### src/rtl/dma_pkg.sv
// Shared definitions for the DMA read request issuer slice.
//  - PCIe TLP format/type codes for a 3DW memory read request (MRd32)
//  - header double-word offsets inside the 96-bit single-beat header
//  - issuer FSM state encoding
//  - build_mrd32_hdr(): assembles {DW0,DW1,DW2} for one read chunk
package dma_pkg;

    // Memory read, 32-bit address, no payload.
    localparam logic [2:0] TLP_FMT_3DW_NODATA = 3'b000;
    localparam logic [4:0] TLP_TYPE_MRD       = 5'b00000;

    // Bit offsets of each header double word within m_hdr.
    localparam int HDR_DW0_LSB = 64;
    localparam int HDR_DW1_LSB = 32;
    localparam int HDR_DW2_LSB = 0;

    localparam logic [3:0] BE_FULL = 4'hF;
    localparam logic [3:0] BE_NONE = 4'h0;

    // Issuer FSM states.
    localparam logic [2:0] ST_IDLE  = 3'd0;
    localparam logic [2:0] ST_CHECK = 3'd1;
    localparam logic [2:0] ST_ISSUE = 3'd2;
    localparam logic [2:0] ST_WRITE = 3'd3;
    localparam logic [2:0] ST_DONE  = 3'd4;

    // Builds the MRd32 header. The length field is 10 bits wide, so a
    // 4096-byte request naturally encodes as 0 (which PCIe reads as 1024 DW).
    // A single-DW request must carry lastBE = 0.
    function automatic logic [95:0] build_mrd32_hdr(
        input logic [15:0] requester_id,
        input logic [7:0]  tag,
        input logic [31:0] addr,
        input logic [31:0] size
    );
        logic [9:0]  len;
        logic [3:0]  last_be;
        logic [31:0] dw0;
        logic [31:0] dw1;
        logic [31:0] dw2;
        len     = size[11:2];
        last_be = (len == 10'd1) ? BE_NONE : BE_FULL;
        // fmt, type, R, TC, R, TD, EP, attr, AT, length
        dw0 = {TLP_FMT_3DW_NODATA, TLP_TYPE_MRD, 1'b0, 3'b000, 4'b0000,
               1'b0, 1'b0, 2'b00, 2'b00, len};
        dw1 = {requester_id, tag, last_be, BE_FULL};
        dw2 = {addr[31:2], 2'b00};
        return {dw0, dw1, dw2};
    endfunction

endpackage

### src/rtl/dma_tag_pool.sv
// Read-tag pool for the DMA read request issuer.
// Tracks NUM_TAGS = 2**TAG_W tags in a bitmap (1 = allocated).
//  i_clk, i_rst    clock, asynchronous active-high reset (all tags freed)
//  alloc           take the lowest-numbered free tag this cycle (ignored if none)
//  avail           at least one tag is free
//  alloc_tag       lowest-numbered free tag (valid when avail)
//  free_valid      release free_tag this cycle
//  free_tag        tag to release; values >= NUM_TAGS are rejected
//  outstanding     number of allocated tags
//  err_spurious    one-cycle pulse after a free of an unallocated/out-of-range tag
module dma_tag_pool
    import dma_pkg::*;
#(
    parameter int TAG_W = 5
) (
    input  logic       i_clk,
    input  logic       i_rst,
    input  logic       alloc,
    output logic       avail,
    output logic [7:0] alloc_tag,
    input  logic       free_valid,
    input  logic [7:0] free_tag,
    output logic [8:0] outstanding,
    output logic       err_spurious
);

    localparam int NUM_TAGS = 1 << TAG_W;

    logic [NUM_TAGS-1:0] bitmap_reg;
    logic [NUM_TAGS-1:0] bitmap_next;
    logic [NUM_TAGS-1:0] alloc_onehot;
    logic [NUM_TAGS-1:0] free_onehot;
    logic [8:0]          count_reg;
    logic [8:0]          count_next;
    logic                err_spurious_reg;
    logic                free_in_range;
    logic                free_hit;
    logic                alloc_fire;

    // Lowest-numbered free tag: scan downwards so the last hit wins.
    always_comb begin
        avail     = 1'b0;
        alloc_tag = 8'd0;
        for (int i = NUM_TAGS - 1; i >= 0; i--) begin
            if (!bitmap_reg[i]) begin
                avail     = 1'b1;
                alloc_tag = 8'(i);
            end
        end
    end

    assign alloc_fire    = alloc && avail;
    assign free_in_range = ((free_tag >> TAG_W) == 8'd0);
    // A free only counts against a currently allocated tag. Because alloc
    // always picks a tag that is free in bitmap_reg, the two masks never
    // overlap, and a tag freed this cycle is only visible as free next cycle.
    assign free_hit      = free_valid && free_in_range && bitmap_reg[free_tag[TAG_W-1:0]];

    generate
        for (genvar gi = 0; gi < NUM_TAGS; gi++) begin : g_tag
            assign alloc_onehot[gi] = alloc_fire && (alloc_tag == 8'(gi));
            assign free_onehot[gi]  = free_hit && (free_tag[TAG_W-1:0] == TAG_W'(gi));
        end
    endgenerate

    assign bitmap_next = (bitmap_reg | alloc_onehot) & ~free_onehot;
    assign count_next  = count_reg + {8'd0, alloc_fire} - {8'd0, free_hit};

    always_ff @(posedge i_clk or posedge i_rst) begin
        if (i_rst) begin
            bitmap_reg       <= '0;
            count_reg        <= 9'd0;
            err_spurious_reg <= 1'b0;
        end else begin
            bitmap_reg       <= bitmap_next;
            count_reg        <= count_next;
            err_spurious_reg <= free_valid && !free_hit;
        end
    end

    assign outstanding  = count_reg;
    assign err_spurious = err_spurious_reg;

endmodule

### src/rtl/dma_read_request_issuer.sv
// DMA read request issuer: consumes split chunks one at a time.
//  Read chunk  -> one MRd32 header (96-bit single beat) on m_hdr/m_hdr_valid/m_hdr_ready,
//                 carrying a tag from the internal pool.
//  Write chunk -> offered to the write engine on wr_req_valid/wr_req_ready.
//  Illegal chunk (size 0, > MAX_BYTES, not DW multiple, unaligned addr) -> err_size, skipped.
//  Every chunk ends with a one-cycle dma_done so the splitter advances.
// Ports:
//  i_clk, i_rst                clock, asynchronous active-high reset
//  cfg_requester_id            requester ID for DW1
//  dma_pending/address/size/dir_write   chunk from splitter (level)
//  dma_done                    one-cycle chunk-consumed pulse
//  m_hdr, m_hdr_valid, m_hdr_ready      header stream
//  wr_req_valid, wr_req_ready  write chunk handshake
//  cpl_free_valid, cpl_free_tag         tag release from completion reassembler
//  outstanding                 allocated tag count
//  err_size, err_spurious      one-cycle error pulses
module dma_read_request_issuer
    import dma_pkg::*;
#(
    parameter int TAG_W     = 5,
    parameter int MAX_BYTES = 4096
) (
    input  logic        i_clk,
    input  logic        i_rst,
    input  logic [15:0] cfg_requester_id,
    input  logic        dma_pending,
    input  logic [31:0] dma_address_host,
    input  logic [31:0] dma_size,
    input  logic        dma_dir_write,
    output logic        dma_done,
    output logic [95:0] m_hdr,
    output logic        m_hdr_valid,
    input  logic        m_hdr_ready,
    output logic        wr_req_valid,
    input  logic        wr_req_ready,
    input  logic        cpl_free_valid,
    input  logic [7:0]  cpl_free_tag,
    output logic [8:0]  outstanding,
    output logic        err_size,
    output logic        err_spurious
);

    logic [2:0]  state_reg;
    logic [2:0]  state_next;
    logic [31:0] addr_reg;
    logic [31:0] size_reg;
    logic        dir_reg;
    logic [95:0] hdr_reg;
    logic        m_hdr_valid_reg;
    logic        wr_req_valid_reg;
    logic        dma_done_reg;
    logic        err_size_reg;

    logic        illegal;
    logic        pool_avail;
    logic [7:0]  pool_tag;
    logic        alloc;

    assign illegal = (size_reg == 32'd0)
                  || (size_reg > 32'(MAX_BYTES))
                  || (size_reg[1:0] != 2'b00)
                  || (addr_reg[1:0] != 2'b00);

    // The tag is taken on the CHECK->ISSUE edge so the header can be
    // registered with it and stay stable for the whole ISSUE state.
    assign alloc = (state_reg == ST_CHECK) && !illegal && !dir_reg && pool_avail;

    dma_tag_pool #(
        .TAG_W(TAG_W)
    ) u_tag_pool (
        .i_clk       (i_clk),
        .i_rst       (i_rst),
        .alloc       (alloc),
        .avail       (pool_avail),
        .alloc_tag   (pool_tag),
        .free_valid  (cpl_free_valid),
        .free_tag    (cpl_free_tag),
        .outstanding (outstanding),
        .err_spurious(err_spurious)
    );

    always_comb begin
        state_next = state_reg;
        case (state_reg)
            ST_IDLE: begin
                if (dma_pending) state_next = ST_CHECK;
            end
            ST_CHECK: begin
                if (illegal)         state_next = ST_DONE;
                else if (dir_reg)    state_next = ST_WRITE;
                else if (pool_avail) state_next = ST_ISSUE;
            end
            ST_ISSUE: begin
                if (m_hdr_valid_reg && m_hdr_ready) state_next = ST_DONE;
            end
            ST_WRITE: begin
                if (wr_req_valid_reg && wr_req_ready) state_next = ST_DONE;
            end
            // DONE always returns to IDLE, so dma_pending is never sampled
            // in the cycle the splitter is updating its chunk registers.
            ST_DONE:  state_next = ST_IDLE;
            default:  state_next = ST_IDLE;
        endcase
    end

    always_ff @(posedge i_clk or posedge i_rst) begin
        if (i_rst) begin
            state_reg        <= ST_IDLE;
            addr_reg         <= 32'd0;
            size_reg         <= 32'd0;
            dir_reg          <= 1'b0;
            hdr_reg          <= 96'd0;
            m_hdr_valid_reg  <= 1'b0;
            wr_req_valid_reg <= 1'b0;
            dma_done_reg     <= 1'b0;
            err_size_reg     <= 1'b0;
        end else begin
            state_reg <= state_next;
            if ((state_reg == ST_IDLE) && dma_pending) begin
                addr_reg <= dma_address_host;
                size_reg <= dma_size;
                dir_reg  <= dma_dir_write;
            end
            if (alloc) begin
                hdr_reg <= build_mrd32_hdr(cfg_requester_id, pool_tag, addr_reg, size_reg);
            end
            // Handshake/pulse outputs are registered off the next state so
            // they line up exactly with state occupancy.
            m_hdr_valid_reg  <= (state_next == ST_ISSUE);
            wr_req_valid_reg <= (state_next == ST_WRITE);
            dma_done_reg     <= (state_next == ST_DONE);
            err_size_reg     <= (state_reg == ST_CHECK) && illegal;
        end
    end

    assign m_hdr        = hdr_reg;
    assign m_hdr_valid  = m_hdr_valid_reg;
    assign wr_req_valid = wr_req_valid_reg;
    assign dma_done     = dma_done_reg;
    assign err_size     = err_size_reg;

endmodule

### config.mk
export PLATFORM = sky130hd
export DESIGN_NAME = dma_read_request_issuer
export DESIGN_NICKNAME = d
export VERILOG_FILES = /design/src/rtl/dma_pkg.sv /design/src/rtl/dma_tag_pool.sv /design/src/rtl/dma_read_request_issuer.sv
export SDC_FILE = /design/constraint.sdc
export NUM_CORES = 1
export LEC_CHECK = 0
export ABC_AREA = 1
export BUFFER_PORTS_ARGS = -buffer_cell sky130_fd_sc_hd__buf_2
export CORE_MARGIN = 2
export CORE_UTILIZATION = 35
export DETAILED_ROUTE_END_ITERATION = 10
export PLACE_DENSITY = 0.52
export SYNTH_ARGS = -nofsm -noshare
export SYNTH_HDL_FRONTEND = slang
export SYNTH_HIERARCHICAL = 1
export SYNTH_SLANG_ARGS = --single-unit
### constraint.sdc
create_clock -name i_clk -period 4.4 [get_ports i_clk]
set_input_delay 0 -clock i_clk [delete_from_list [all_inputs] [get_ports i_clk]]
set_output_delay 0 -clock i_clk [all_outputs]
set_load 0.03 [all_outputs]
==> impl_metrics.csv <==
group,metric,value,unit
status,status,"finished clean",
final_layout,diodes,0,
grt,grt-ovfl-total,0,
routing,wl,23.1,mm
timing,fin_crit,3.80,ns
clock_tree,htreeDepth,4,
timing,worst_pin_slew,0.919,ns
yosys,ys_types,42,
yosys,yosys.cell_count.top_type,"nand2_1",
final_layout,layout.nets,1412,
floorplanning,rows,57,
final_layout,area_growth_syn_to_layout,28.4,%
clock_tree,worst_skew_pair.late_latency,0.44,ns
grt,antenna_found_initial,1,
timing,slew_headroom,38.7,%
final_layout,largest_reg_flops,66,
yosys,yosysTopAreaCell,"dfrtp_1",
pwr,clkPwrFrac,32.4,%
yosys,synth_area,0.00872,mm²
yosys,syn_inst,1056,
grt,track_usage,18.1,%
final_layout,layout-drive-gt1-share,19.8,%
pwr,p_comb_share,26.7,%
critical_path,r2r_setup_slack,0.60,ns
timing,fmax,263,MHz
pwr,power.density,439,mW/mm²
critical_path,crit_required,4.71,ns
clock_tree,cts.path.max_buffers,2,
critical_path,worst_setup_path_start_kind,"flop",
timing,rsz0062_at_grt,"false",
hold_path,hold_path_class,"primary input to flop",
timing,setup_tns,0,ns
pwr,switching_share,35.8,%
placement,port_buffers,180,
timing,setup_violations,0,
floorplanning,core-area,0.0244,mm²
pwr,power,4.91,mW
critical_path,crit_path_max_fanout,4,
critical_path,cp_slowest_cell,"nor4_1",
yosys,ys_async_sr_fraction,100,%
floorplanning,io_pins,205,
timing,fin_crit_sh,86.3,%
routing,antenna_left,0,
pwr,netSwitchingPower,1.76,mW
timing,clock-skew-final,0.0162,ns
pwr,cell_internal_pwr,3.16,mW
pwr,p_leak,5.80,nW
grt,grt_max_degree,101,
grt,grt_pass1_wl,37.8,mm
clock_tree,cts-buffers-inserted,17,
placement,dp_hpwl,15.9,mm
critical_path,cp.arrival,4.11,ns
clock_tree,post_cts_buffers,0,
flow_run,cap_violations,0,
floorplanning,die_height,162,µm
floorplanning,dieWidth,162,µm
clock_tree,cts_root_buf,"clkbuf_16",
grt,grt_pass1_vias,7478,
clock_tree,cts_hold_buf,86,
yosys,synth.area.top_cells,"dfrtp_1 52%, nand2_1 16%, inv_1 4.3%",
critical_path,crit_path_max_incr_delay,0.43,ns
floorplanning,start_util,35.7,%
clock_tree,ctsResizeCount,0,
critical_path,path_cells,"inv_1 > nor4_1 > inv_1 > nor2_1 > nand3_1 > inv_1 > nor2_1 > inv_1 > nor2_4 > nand2_1 > ha_1 > inv_1 > ha_1 > inv_1 > fa_1 > o21ai_0 > a21oi_1 > nor2_1 > nor2_1 > o21ai_0 > a21oi_1 > xor2_1",
yosys,syn_avg_cell_area,8.25,µm²
yosys,ys_top_cells_by_count,"367 x nand2_1, 180 x dfrtp_1, 101 x inv_1",
pwr,p_seq_share,40.9,%
critical_path,crit_path_frequent_cell,"inv_1",
timing,slew_violations,0,
clock_tree,tritoncts,"yes",
floorplanning,die-area,0.0262,mm²
yosys,synth_seq_cells,180,
clock_tree,clock-sinks,180,
routing,drt_first_pass_iters,5,
yosys,synth-main-ff-cell,"dfrtp_1",
yosys,netlist.area_leader.share,51.7,%
routing,vias,7481,
critical_path,critPathCaptureType,"flop",
yosys,synth-edff-count,0,
routing,drc_errors,0,
routing,routed_via_density,4.55,
yosys,synth-seq-area-share,51.7,%
timing,hold_violations,0,
clock_tree,path_clk_slew,0.08,ns
placement,place_congestion,0.863,
yosys,yosysWarnings,6,
pwr,ir_drop,0.253,mV
critical_path,critPathKind,"flop to flop",
routing,wl_per_cell,14.0,µm
routing,drt_iter0_drc,477,
## worst max-delay path, delay by kind of cell (launching register included)
family                   cells  cell delay (ns)
flip-flops                   1             0.40
buffers and inverters        6             0.50
AO/OA/AOI/OAI                4             0.62
AND/OR/NAND/NOR              8             1.25
adder cells (fa/ha/maj)      3             0.79
XOR/XNOR                     1             0.14
## path summary, 6_finish.rpt
kind / start / end / cells past startpoint
setup / recovery: u_tag_pool/bitmap_reg[25]$_DFF_PP0_ / u_tag_pool/outstanding[8]$_DFF_PP0_ / 22
hold / removal: cpl_free_tag[5] / u_tag_pool/err_spurious$_DFF_PP0_ / 6
setup reg to reg: u_tag_pool/bitmap_reg[25]$_DFF_PP0_ / u_tag_pool/outstanding[8]$_DFF_PP0_ / 22
hold reg to reg: addr_reg[29]$_DFFE_PP0P_ / m_hdr[29]$_DFFE_PP0P_ / 2
max in group asynchronous: i_rst / size_reg[12]$_DFFE_PP0P_ / 4
min in group asynchronous: i_rst / u_tag_pool/outstanding[2]$_DFF_PP0_ / 4
## logic make-up after synthesis
logic type | Yosys count | share of synthesized area (%)
AND/OR/NAND/NOR | 563 | 27.6
flip-flops | 180 | 51.7
buffers and inverters | 178 | 10.4
AO/OA/AOI/OAI | 115 | 7.92
adder cells (fa/ha/maj) | 10 | 1.52
XOR/XNOR | 8 | 0.804
other | 2 | 0.0862
## routing by layer
layer,wire [µm],track usage (%)
met5,16,0
met4,343,4.87
met3,1280,4.72
met2,11400,31.1
met1,9990,22.6
## metrics by stage
stage          utilization (%)  area, µm²  hold slack, ns  worst slack, ns  cells
6_report                  45.9      11200          0.0944            0.604   1644
2_1_floorplan                -       8810           0.110            0.704   1081
3_5_place_dp              39.8       9710           0.196            0.626   1526
5_1_grt                   45.9      11200           0.125            0.170   1644
4_1_cts                   45.9      11200          0.0685            0.614   1644
3_3_place_gp              39.8       9710           0.194            0.684   1526
## area by class of cell
| type | instances | area (µm²) |
|---|---|---|
| clock buffers | 17 | 425 |
| clock inverters | 15 | 200 |
| fillers | 2523 | 13200 |
| inverters | 107 | 407 |
| multi-input cells | 723 | 3400 |
| flip-flops and latches | 180 | 4500 |
| well taps | 324 | 405 |
| repair buffers | 278 | 1850 |
## placed cells by master (no fill, tap or decap), types with 11 or more instances in the layout
master	Yosys	layout
nand2_1	367	367
nor2_1	91	91
dlygate4sd3_1	0	86
nand4_1	31	31
o21ai_1	17	17
conb_1	2	27
nand3_1	14	14
a22oi_1	11	11
nor3_1	36	36
o21ai_0	37	37
dfrtp_1	180	180
a21oi_1	28	28
clkbuf_16	0	17
buf_2	9	180
o21ai_2	11	11
inv_1	101	100
buf_4	36	12
## power by group through the flow
stage,Sequential (mW),Combinational [mW],Clock (mW)
floorplan,2.10,0.878,0
global placement,2.04,1.25,0
detailed placement,2.04,1.26,0
CTS,2.01,1.32,1.64
global route,2.04,1.49,1.71
finish,2.01,1.31,1.59
Power figures use the tool's default switching activity.
